[config.mk]
export PLATFORM = sky130hd
export DESIGN_NAME = vec_mem_sequencer
export DESIGN_NICKNAME = d
export VERILOG_FILES = /design/src/rtl/vec_mem_sequencer.sv
export SDC_FILE = /design/constraint.sdc
export NUM_CORES = 1
export LEC_CHECK = 0
export ABC_AREA = 1
export CELL_PAD_IN_SITES_DETAIL_PLACEMENT = 1
export CELL_PAD_IN_SITES_GLOBAL_PLACEMENT = 2
export CORE_UTILIZATION = 31
export DETAILED_ROUTE_END_ITERATION = 10
export DONT_BUFFER_PORTS = 1
export GPL_ROUTABILITY_DRIVEN = 0
export HOLD_SLACK_MARGIN = 0.12
export PLACE_DENSITY_LB_ADDON = 0.1
export SLEW_MARGIN = 20
export SYNTH_ARGS = -nofsm -noshare
export SYNTH_HDL_FRONTEND = slang
export SYNTH_SLANG_ARGS = --single-unit
[constraint.sdc]
create_clock -name clk -period 10.44 [get_ports clk]
set_clock_uncertainty 0.1 [all_clocks]
set_input_delay 2.088 -clock clk [delete_from_list [all_inputs] [get_ports clk]]
set_output_delay 2.088 -clock clk [all_outputs]
set_load 0.005 [all_outputs]
[src/rtl/vec_mem_sequencer.sv]
// Vector load/store sequencer: splits one vector memory op into VLEN scalar word accesses.
// Optional per-op address stride is enabled by defining VEC_STRIDE_EN (default: unit stride).
//
// state | meaning
// IDLE  | waiting for start; accepting it latches the operation
// REQ   | issuing lane idx on the memory port until mem_ready
// DONE  | one-cycle completion pulse; start is ignored here
module vec_mem_sequencer #(
  parameter int VLEN   = 4,
  parameter int DATA_W = 32,
  parameter int ADDR_W = 32
) (
  input  logic                   clk,
  input  logic                   reset,
  input  logic                   start,
  input  logic                   is_store,
  input  logic [ADDR_W-1:0]      base_addr,
  input  logic [VLEN*DATA_W-1:0] store_vec,
`ifdef VEC_STRIDE_EN
  input  logic [ADDR_W-1:0]      stride,
`endif
  output logic                   mem_req,
  output logic                   mem_we,
  output logic [ADDR_W-1:0]      mem_addr,
  output logic [DATA_W-1:0]      mem_wdata,
  input  logic                   mem_ready,
  input  logic [DATA_W-1:0]      mem_rdata,
  output logic [VLEN*DATA_W-1:0] load_vec,
  output logic                   done,
  output logic                   busy
);

  localparam int IDX_W = $clog2(VLEN);

  typedef enum logic [1:0] {IDLE, REQ, DONE} stateE;

  stateE                   state, stateNext;
  logic [IDX_W-1:0]        idx;
  logic                    isStoreQ;
  logic [ADDR_W-1:0]       baseQ;
  logic [VLEN*DATA_W-1:0]  storeVecQ;
  logic [VLEN*DATA_W-1:0]  loadVecQ;
  logic [ADDR_W-1:0]       laneStep;
  logic                    lastLane;
  logic                    capture;
  logic                    inReq;

`ifdef VEC_STRIDE_EN
  logic [ADDR_W-1:0]       strideQ;
  assign laneStep = strideQ;
`else
  assign laneStep = ADDR_W'(DATA_W / 8);
`endif

  assign lastLane = (idx == IDX_W'(VLEN - 1));
  assign inReq    = (state == REQ);

  always_ff @(posedge clk or posedge reset) begin
    if (reset) state <= IDLE;
    else       state <= stateNext;
  end

  // busy must already be low while reset is held, even if start is high
  always_comb begin
    stateNext = state;
    mem_req   = 1'b0;
    mem_we    = 1'b0;
    done      = 1'b0;
    busy      = 1'b0;
    capture   = 1'b0;
    case (state)
      IDLE: begin
        if (start && !reset) begin
          busy      = 1'b1;
          capture   = 1'b1;
          stateNext = REQ;
        end
      end
      REQ: begin
        mem_req = 1'b1;
        mem_we  = isStoreQ;
        busy    = 1'b1;
        if (mem_ready && lastLane) stateNext = DONE;
      end
      DONE: begin
        done      = 1'b1;
        stateNext = IDLE;
      end
      default: stateNext = IDLE;
    endcase
  end

  always_ff @(posedge clk or posedge reset) begin
    if (reset) begin
      idx       <= '0;
      isStoreQ  <= 1'b0;
      baseQ     <= '0;
      storeVecQ <= '0;
      loadVecQ  <= '0;
`ifdef VEC_STRIDE_EN
      strideQ   <= '0;
`endif
    end else if (capture) begin
      idx       <= '0;
      isStoreQ  <= is_store;
      baseQ     <= base_addr;
      storeVecQ <= store_vec;
`ifdef VEC_STRIDE_EN
      strideQ   <= stride;
`endif
    end else if (inReq && mem_ready) begin
      if (!isStoreQ) loadVecQ[idx*DATA_W +: DATA_W] <= mem_rdata;
      if (!lastLane) idx <= idx + IDX_W'(1);
    end
  end

  // address arithmetic wraps modulo 2^ADDR_W by truncation
  assign mem_addr  = inReq ? (baseQ + ADDR_W'(idx) * laneStep) : '0;
  assign mem_wdata = inReq ? storeVecQ[idx*DATA_W +: DATA_W] : '0;
  assign load_vec  = loadVecQ;

endmodule

# Word level (Yosys, flattened, before mapping)
# Index checks and enable logic that the tools add are counted.
[word_totals] out_inout_bits=196 ram_bits=0 memories=0 mem_bits_ro=0 register_bits=293 latchBits=0 in_bits=197 word_cells=44
[classes] multipliers=0 order_cmp=0 n_shift=3 bitwise_logic=2 eq_ne=6 div=0 n_mux=15 addsub=3 n_reduce_logical=9
[ops] cell="bitwise mux 128 bit" n=1
[ops] cell="variable shift 32 x 34 -> 128 bit (first input constant)" n=1
[ops] cell="variable part select 128 x 8 -> 32 bit" n=1
[ops] cell="variable part select 32 x 34 -> 128 bit" n=1
[ops] cell="two-way mux 32 bit" n=2
[ops] cell="negator 7 -> 34 bit" n=1
[ops] cell="adder 32 x 4 -> 32 bit" n=1
[ops] cell="two-way mux 2 bit" n=5
[ops] cell="two-way mux 1 bit" n=5
[ops] cell="equality test 2 bit (second input constant)" n=2
[ops] cell="inequality test 2 x 1 -> 1 bit (second input constant)" n=2
[ops] cell="case mux 2 bit (2 select lines)" n=1
[ops] cell="AND reduction 2 bit" n=2
[ops] cell="logical AND 1 bit" n=3
[ops] cell="AND reduction 3 bit" n=1
[ops] cell="adder 2 x 1 -> 2 bit (second input constant)" n=1
[ops] cell="equality test 2 x 1 -> 1 bit (second input constant)" n=1
[ops] cell="zero test 2 bit" n=1
[ops] cell="inequality test 2 bit (second input constant)" n=1
[ops] cell="NOT 1 bit" n=2
[ops] cell="case mux 1 bit (2 select lines)" n=1
[ops] cell="nonzero test 2 bit" n=1
[ops] cell="zero test 1 bit" n=1

# Depth between registers and ports, before layout
# Gate-level depths: netlist of the first run.
[depth] word_depth=6 ltp_mapped=11 ltp_nobuf=10

# Worst setup path after synthesis of the first run
# No wires, ideal clock.
[synth_path] kind="input to output" from="input start" to="output busy" stages=5 t_required_ps=8252 slack_ps=5637 arrival_time_ps=2615 cell_sequence="inv_1 -> nor2_1 -> nand2_1 -> clkbuf_1 -> nand2_1"
[synth_via] elab_chain_cells=3
[synth_rtl] element="from (decl)" line_no="15" text="input logic start,"
[synth_rtl] element="logical AND 1 bit" line_no="73" text="if (start && !reset) begin"
[synth_rtl] element="two-way mux 1 bit" line_no="73"
[synth_rtl] element="case mux 1 bit (2 select lines)" line_no="71" text="case (state)"
[synth_rtl] element="to (decl)" line_no="30" text="output logic busy"
# Every way passes these cells.

# Final worst setup path of the first run
[layout_path] from="register idx[1]" to="output mem_wdata[29]"
[layout_via] elab_chain_cells=2
[layout_rtl] element="from (decl)" line_no="38" text="logic [IDX_W-1:0] idx;"
[layout_rtl] element="from (signal assigned)" line_no="113" text="if (!lastLane) idx <= idx + IDX_W'(1);"
[layout_rtl] element="variable part select 128 x 8 -> 32 bit" line_no="119" text="assign mem_wdata = inReq ? storeVecQ[idx*DATA_W +: DATA_W] : '0;"
[layout_rtl] element="two-way mux 32 bit" line_no="119"
[layout_rtl] element="to (decl)" line_no="25" text="output logic [DATA_W-1:0] mem_wdata,"
# Every way passes these cells.

==> results of run 1 <==
layer usage:
| layer | GRT usage | wire [um] |
|---|---|---|
| met5 | 0 | 29 |
| met4 | 0.0715 | 1150 |
| met3 | 0.0669 | 3480 |
| met2 | 0.342 | 22000 |
| met1 | 0.282 | 20800 |
cells in the mapped netlist (2+ instances only):
library cell,n,share of area
a21oi_1,80,0.030
buf_1,7,0.0020
buf_2,52,0.019
clkbuf_1,41,0.011
dfrtp_1,293,0.55
ha_1,7,0.0065
inv_1,95,0.027
inv_2,4,0.0011
nand2_1,693,0.19
nand3_1,143,0.053
nand4_1,3,0.0014
nor2_1,110,0.031
nor2_2,5,0.0023
nor2_4,2,0.0017
nor3_2,2,0.0015
o211ai_1,14,0.0078
o21ai_0,128,0.048
o21ai_1,21,0.0078
xnor2_1,2,0.0013
final cells by class:
cell class / instances / area (um2)
multi-input combinational: 1215 / 5260
clock inverter: 8 / 46.3
fill: 5084 / 27400
clock buffer: 53 / 1090
timing repair buffer: 15 / 116
tap: 577 / 722
inverter: 100 / 388
sequential: 293 / 7340
antenna: 3 / 7.51
metrics by stage:
stage	instances	hold WS (ns)	util	instance area, um2
2_1_floorplan	1709	0.344	-	13400
3_5_place_dp	2200	0.360	0.327	13800
4_1_cts	2261	0.376	0.353	15000
6_report	2264	0.373	0.354	15000
3_3_place_gp	2200	0.356	0.327	13800
5_1_grt	2264	0.395	0.354	15000
registers in the layout, indices dropped and copies added (netlist names):
signal     cells
isStoreQ       1
baseQ         32
state          2
idx            2
load_vec     128
storeVecQ    128
power by group:
group	switching (uW)	internal, uW
clock network	493	720
logic	1040	424
registers	340	1580
total	1880	2730
critical path, stage by stage (launching register included):
cell	delay, ns
dfrtp_2	0.39
buf_4	0.52
clkinv_1	0.83
nor2_1	0.27
o21ai_0	0.10
a21oi_1	0.36
layout by cell type, fill, tap and decap left out, types with 3 or more instances in the layout:
| cell | n |
|---|---|
| a21oi_1 | 80 |
| buf_4 | 14 |
| clkbuf_1 | 8 |
| clkbuf_16 | 39 |
| clkbuf_8 | 6 |
| clkinv_2 | 6 |
| dfrtp_1 | 291 |
| diode_2 | 3 |
| ha_1 | 7 |
| inv_1 | 94 |
| inv_2 | 3 |
| nand2_1 | 691 |
| nand3_1 | 143 |
| nand4_1 | 3 |
| nor2_1 | 110 |
| nor2_2 | 5 |
| o211ai_1 | 14 |
| o21ai_0 | 128 |
| o21ai_1 | 21 |
cell families (layout without fill, tap and decap cells):
logic type               Yosys count  after routing  share of synthesized area
flip-flops                       293            293                      0.547
XOR/XNOR                           3              3                    0.00196
buffers and inverters            201            176                     0.0615
AND/OR/NAND/NOR                  961            961                      0.288
AO/OA/AOI/OAI                    243            243                     0.0934
adder cells (fa/ha/maj)            8              8                    0.00803
other                              0              3                          0
worst max-delay path by stage:
| stage | to | slack, ns |
|---|---|---|
| 4_1_cts | mem_wdata[30] | 4.96 |
| 5_1_grt | mem_wdata[31] | 4.87 |
| 2_1_floorplan | baseQ[0]$_DFFE_PP0P_ | 0.16 |
| 3_5_place_dp | load_vec[86]$_DFFE_PP0P_ | 5.43 |
| 6_report | mem_wdata[29] | 5.22 |
| 3_3_place_gp | busy | 5.48 |
==> flow_summary.ini, run 1 <==
[job]
max-cap-violations = 0

[timing]
fin_setup_tns_ns = 0
relSlewSlack = 0.340
fin_crit_sh = 0.500
rsz0062_at_grt = false
final_max_slew_viol_count = 0
max_freq_ghz = 0.192
fin_crit_ns = 5.22
setup_violations = 0
hold_viol = 0
tightestPinTransition_ns = 0.990
fin_ws_ns = 5.22

[finish]
drive_gt1_frac = 0.0517
nNetsFinal = 1867
syn2layout_area_growth_pct = 11.7

[global_routing]
grtUsageTotal = 0.217
grt_pass1_wl_um = 73000
grt.overflow.total = 0
antenna_found_initial = 5
grt_pass1_vias = 11613
grt_max_degree = 135

[yosys]
yosysWarnings = 0
avgSynthCellArea_um2 = 7.84
synth-edff-count = 0
synthCells = 1709
async_flop_share = 1.00
synth_cell_types = 26
synth_ff_type = dfrtp_1
synth_fp_nets = 1914
syn_area_mm2 = 0.0134
ys_ff_latch = 293
ys_seq_area_frac = 0.547

[min_path]
worstHoldStart = storeVecQ[24]$_DFFE_PP0P_
min_path_cells = 2
worst_hold_path.endpoint = storeVecQ[24]$_DFFE_PP0P_
min_path_type = flip-flop to flip-flop

[die]
coreArea_mm2 = 0.0423
start_util = 0.317
die_w_um = 210
ios = 393
die_y_um = 210
die_area_mm2 = 0.0440
row_count = 75

[setup_path]
path_max_fanout = 50
r2r_slack_ns = 5.61
cp_data_arrival_time_ns = 3.03
rr_worst_depth = 8
required_ns = 8.25
crit_path_end_kind = primary output
start_kind = flip-flop
path_class = flip-flop to primary output
reg2reg_to = load_vec[86]$_DFFE_PP0P_
r2r-start = idx[1]$_DFFE_PP0P_
setup.worst_path.start = idx[1]$_DFFE_PP0P_

[detailed_routing]
finalWirelength_um = 47500
drc_errors = 0
drt_first_pass_iters = 4
vias_per_cell = 4.93
wl_per_cell_um = 21.0
postRouteAntennaNets = 0
dr_total_vias = 11156
drtIter0Drc = 616

[pwr]
p_per_area_mw_per_mm2 = 308
power.total_uw = 4610
p_leak_uw = 0.00741
peakVddDrop_mv = 0.131

[clocking]
cts_max_level = 2
cts-root-buf = clkbuf_16
clkTransAtPathRegs_ns = 0.06
clock_sinks = 293
cts_hold_buf = 0
clk_latency_ns = 0.54
cts_tree = done
cts_resized = 0
postCtsSetupRepairBufs = 0
clockBufferDepth = 3
cts_buffers = 37

[placed_design]
detailedPlace.worstSlack_ns = 5.43
dp_hpwl_um = 32000
numPortBuffers = 0

[status]
status = finished, final reports clean
Note: power is estimated with default switching activity, not from simulation.
==> inputs of run 2 (changes only) <==
clock period = 4.55 ns   (was 10.44 ns; I/O delays follow)
==> flow_summary.ini, run 2 (synthesis results as in run 1) <==
[status]
status = finished, final reports clean

[placed_design]
dp_hpwl_um = 31500
numPortBuffers = 0
place_area_mm2 = 0.0139
placedCellCount = 2203
detailedPlace.worstSlack_ns = 1.33

[timing]
setup_violations = 0
hold_viol = 0
worst_hold_slack_ns = 0.370
fin_crit_ns = 3.71
fin_ws_ns = 0.844
final_max_slew_viol_count = 0
relSlewSlack = 0.353
rsz0062_at_grt = false
fin_crit_sh = 0.814
tightestPinTransition_ns = 0.971
max_freq_ghz = 0.270

[pwr]
peakVddDrop_mv = 0.321
combPwrFrac = 0.312
p_leak_uw = 0.00746
p_sw_frac = 0.405
power.share.clock = 0.272
power.total_uw = 10700
power.switching_uw = 4330
p_per_area_mw_per_mm2 = 709
power_frac_seq = 0.417
intPower_uw = 6360

[detailed_routing]
drc_errors = 0
postRouteAntennaNets = 0
dr_total_vias = 11150
drtIter0Drc = 714
wl_per_cell_um = 20.6
vias_per_cell = 4.91
drt_first_pass_iters = 5
finalWirelength_um = 46800

[die]
ios = 393
coreArea_mm2 = 0.0423
start_util = 0.317
die_w_um = 210
die_y_um = 210
die_area_mm2 = 0.0440
row_count = 75

[global_routing]
grtUsageTotal = 0.215
antenna_found_initial = 2
grt.overflow.total = 0
grt_pass1_wl_um = 73000
grt_max_degree = 173
grt_pass1_vias = 11505

[finish]
fin_area_mm2 = 0.0151
drive_gt1_frac = 0.0544
layout.cells.non_filler = 2270
syn2layout_area_growth_pct = 12.5
nNetsFinal = 1871
final_cell_mix = nand2_1, dfrtp_1, nand3_1
layout_commonest_cell = nand2_1

[setup_path]
start_kind = flip-flop
rr_worst_depth = 9
setup.worst_path.start = idx[0]$_DFFE_PP0P_
crit_path_end_kind = primary output
path_max_fanout = 11
cp_data_arrival_time_ns = 2.70
r2r-start = idx[1]$_DFFE_PP0P_
required_ns = 3.54
path_class = flip-flop to primary output

[clocking]
cts-root-buf = clkbuf_16
clkTransAtPathRegs_ns = 0.06
clock_sinks = 293
postCtsSetupRepairBufs = 0
cts_max_level = 2
clockBufferDepth = 3
clk_latency_ns = 0.55
cts_buffers = 37
cts_tree = done

[min_path]
min_path_cells = 2
worstHoldStart = storeVecQ[20]$_DFFE_PP0P_
min_path_type = flip-flop to flip-flop

[job]
max-cap-violations = 0
## run 2: cell types whose count changed in the layout (fill, tap and decap cells not counted)
| cell | previous run | this run |
|---|---|---|
| bufinv_16 | 0 | 1 |
| diode_2 | 3 | 1 |
| inv_8 | 1 | 0 |
| clkbuf_1 | 8 | 10 |
| buf_12 | 0 | 2 |
| dlygate4sd3_1 | 0 | 1 |
| clkbuf_8 | 6 | 7 |
| buf_4 | 14 | 15 |
| clkinvlp_4 | 1 | 2 |
## run 2: worst max-delay path, stage by stage (launching register included)
cell and delay, ns:
dfrtp_4 0.56, ha_1 0.25, fa_1 0.42, nand2_1 0.10, nor2_1 0.08, nand2_1 0.24
nor2_1 0.14, nand3b_1 0.10, nand2_1 0.05, nor2_1 0.22
## run 2: layer usage
layer | global-route usage | routed length, um | part of all wire
met5 | 0 | 17 | 0.00036
met2 | 0.339 | 21400 | 0.46
met1 | 0.282 | 20400 | 0.44
met4 | 0.0677 | 1160 | 0.025
met3 | 0.0685 | 3770 | 0.081
## run 2: worst paths after layout
| kind | endpoint | slack, ns |
|---|---|---|
| hold / removal | storeVecQ[20]$_DFFE_PP0P_ | 0.37 |
| setup reg to reg | load_vec[78]$_DFFE_PP0P_ | 1.39 |
| hold reg to reg | storeVecQ[20]$_DFFE_PP0P_ | 0.37 |
| setup / recovery | mem_addr[26] | 0.84 |
| max in group asynchronous | storeVecQ[56]$_DFFE_PP0P_ | 2.39 |
| min in group asynchronous | storeVecQ[98]$_DFFE_PP0P_ | 0.70 |
## run 2: metrics by stage
stage           util  TNS [ns]
2_1_floorplan      -   -102.30
5_1_grt        0.356         0
6_report       0.356         0
3_3_place_gp   0.328         0
4_1_cts        0.356         0
3_5_place_dp   0.328         0
## run 2: repair_timing
item | CTS | global route
endpoints found under the hold margin | 9 | 0
resized for setup | 0 | 0
hold buffers | 1 | 0
## run 2: power groups by stage
stage | Clock [uW] | Sequential (uW) | Combinational [uW]
after floorplan | 0 | 4150 | 2520
after global placement | 0 | 4500 | 3340
after detailed placement | 0 | 4510 | 3420
after CTS | 3010 | 4480 | 3440
after global routing | 3100 | 4600 | 3880
final | 2900 | 4460 | 3330
## run 2: cell type report
class | count | area (um2)
Antenna cell | 1 | 2.50
Clock buffer | 56 | 1110
Clock inverter | 9 | 76.3
Fill cell | 5074 | 27300
Inverter | 100 | 384
Multi-Input combinational cell | 1215 | 5260
Sequential cell | 293 | 7340
Tap cell | 577 | 722
Timing Repair Buffer | 19 | 174
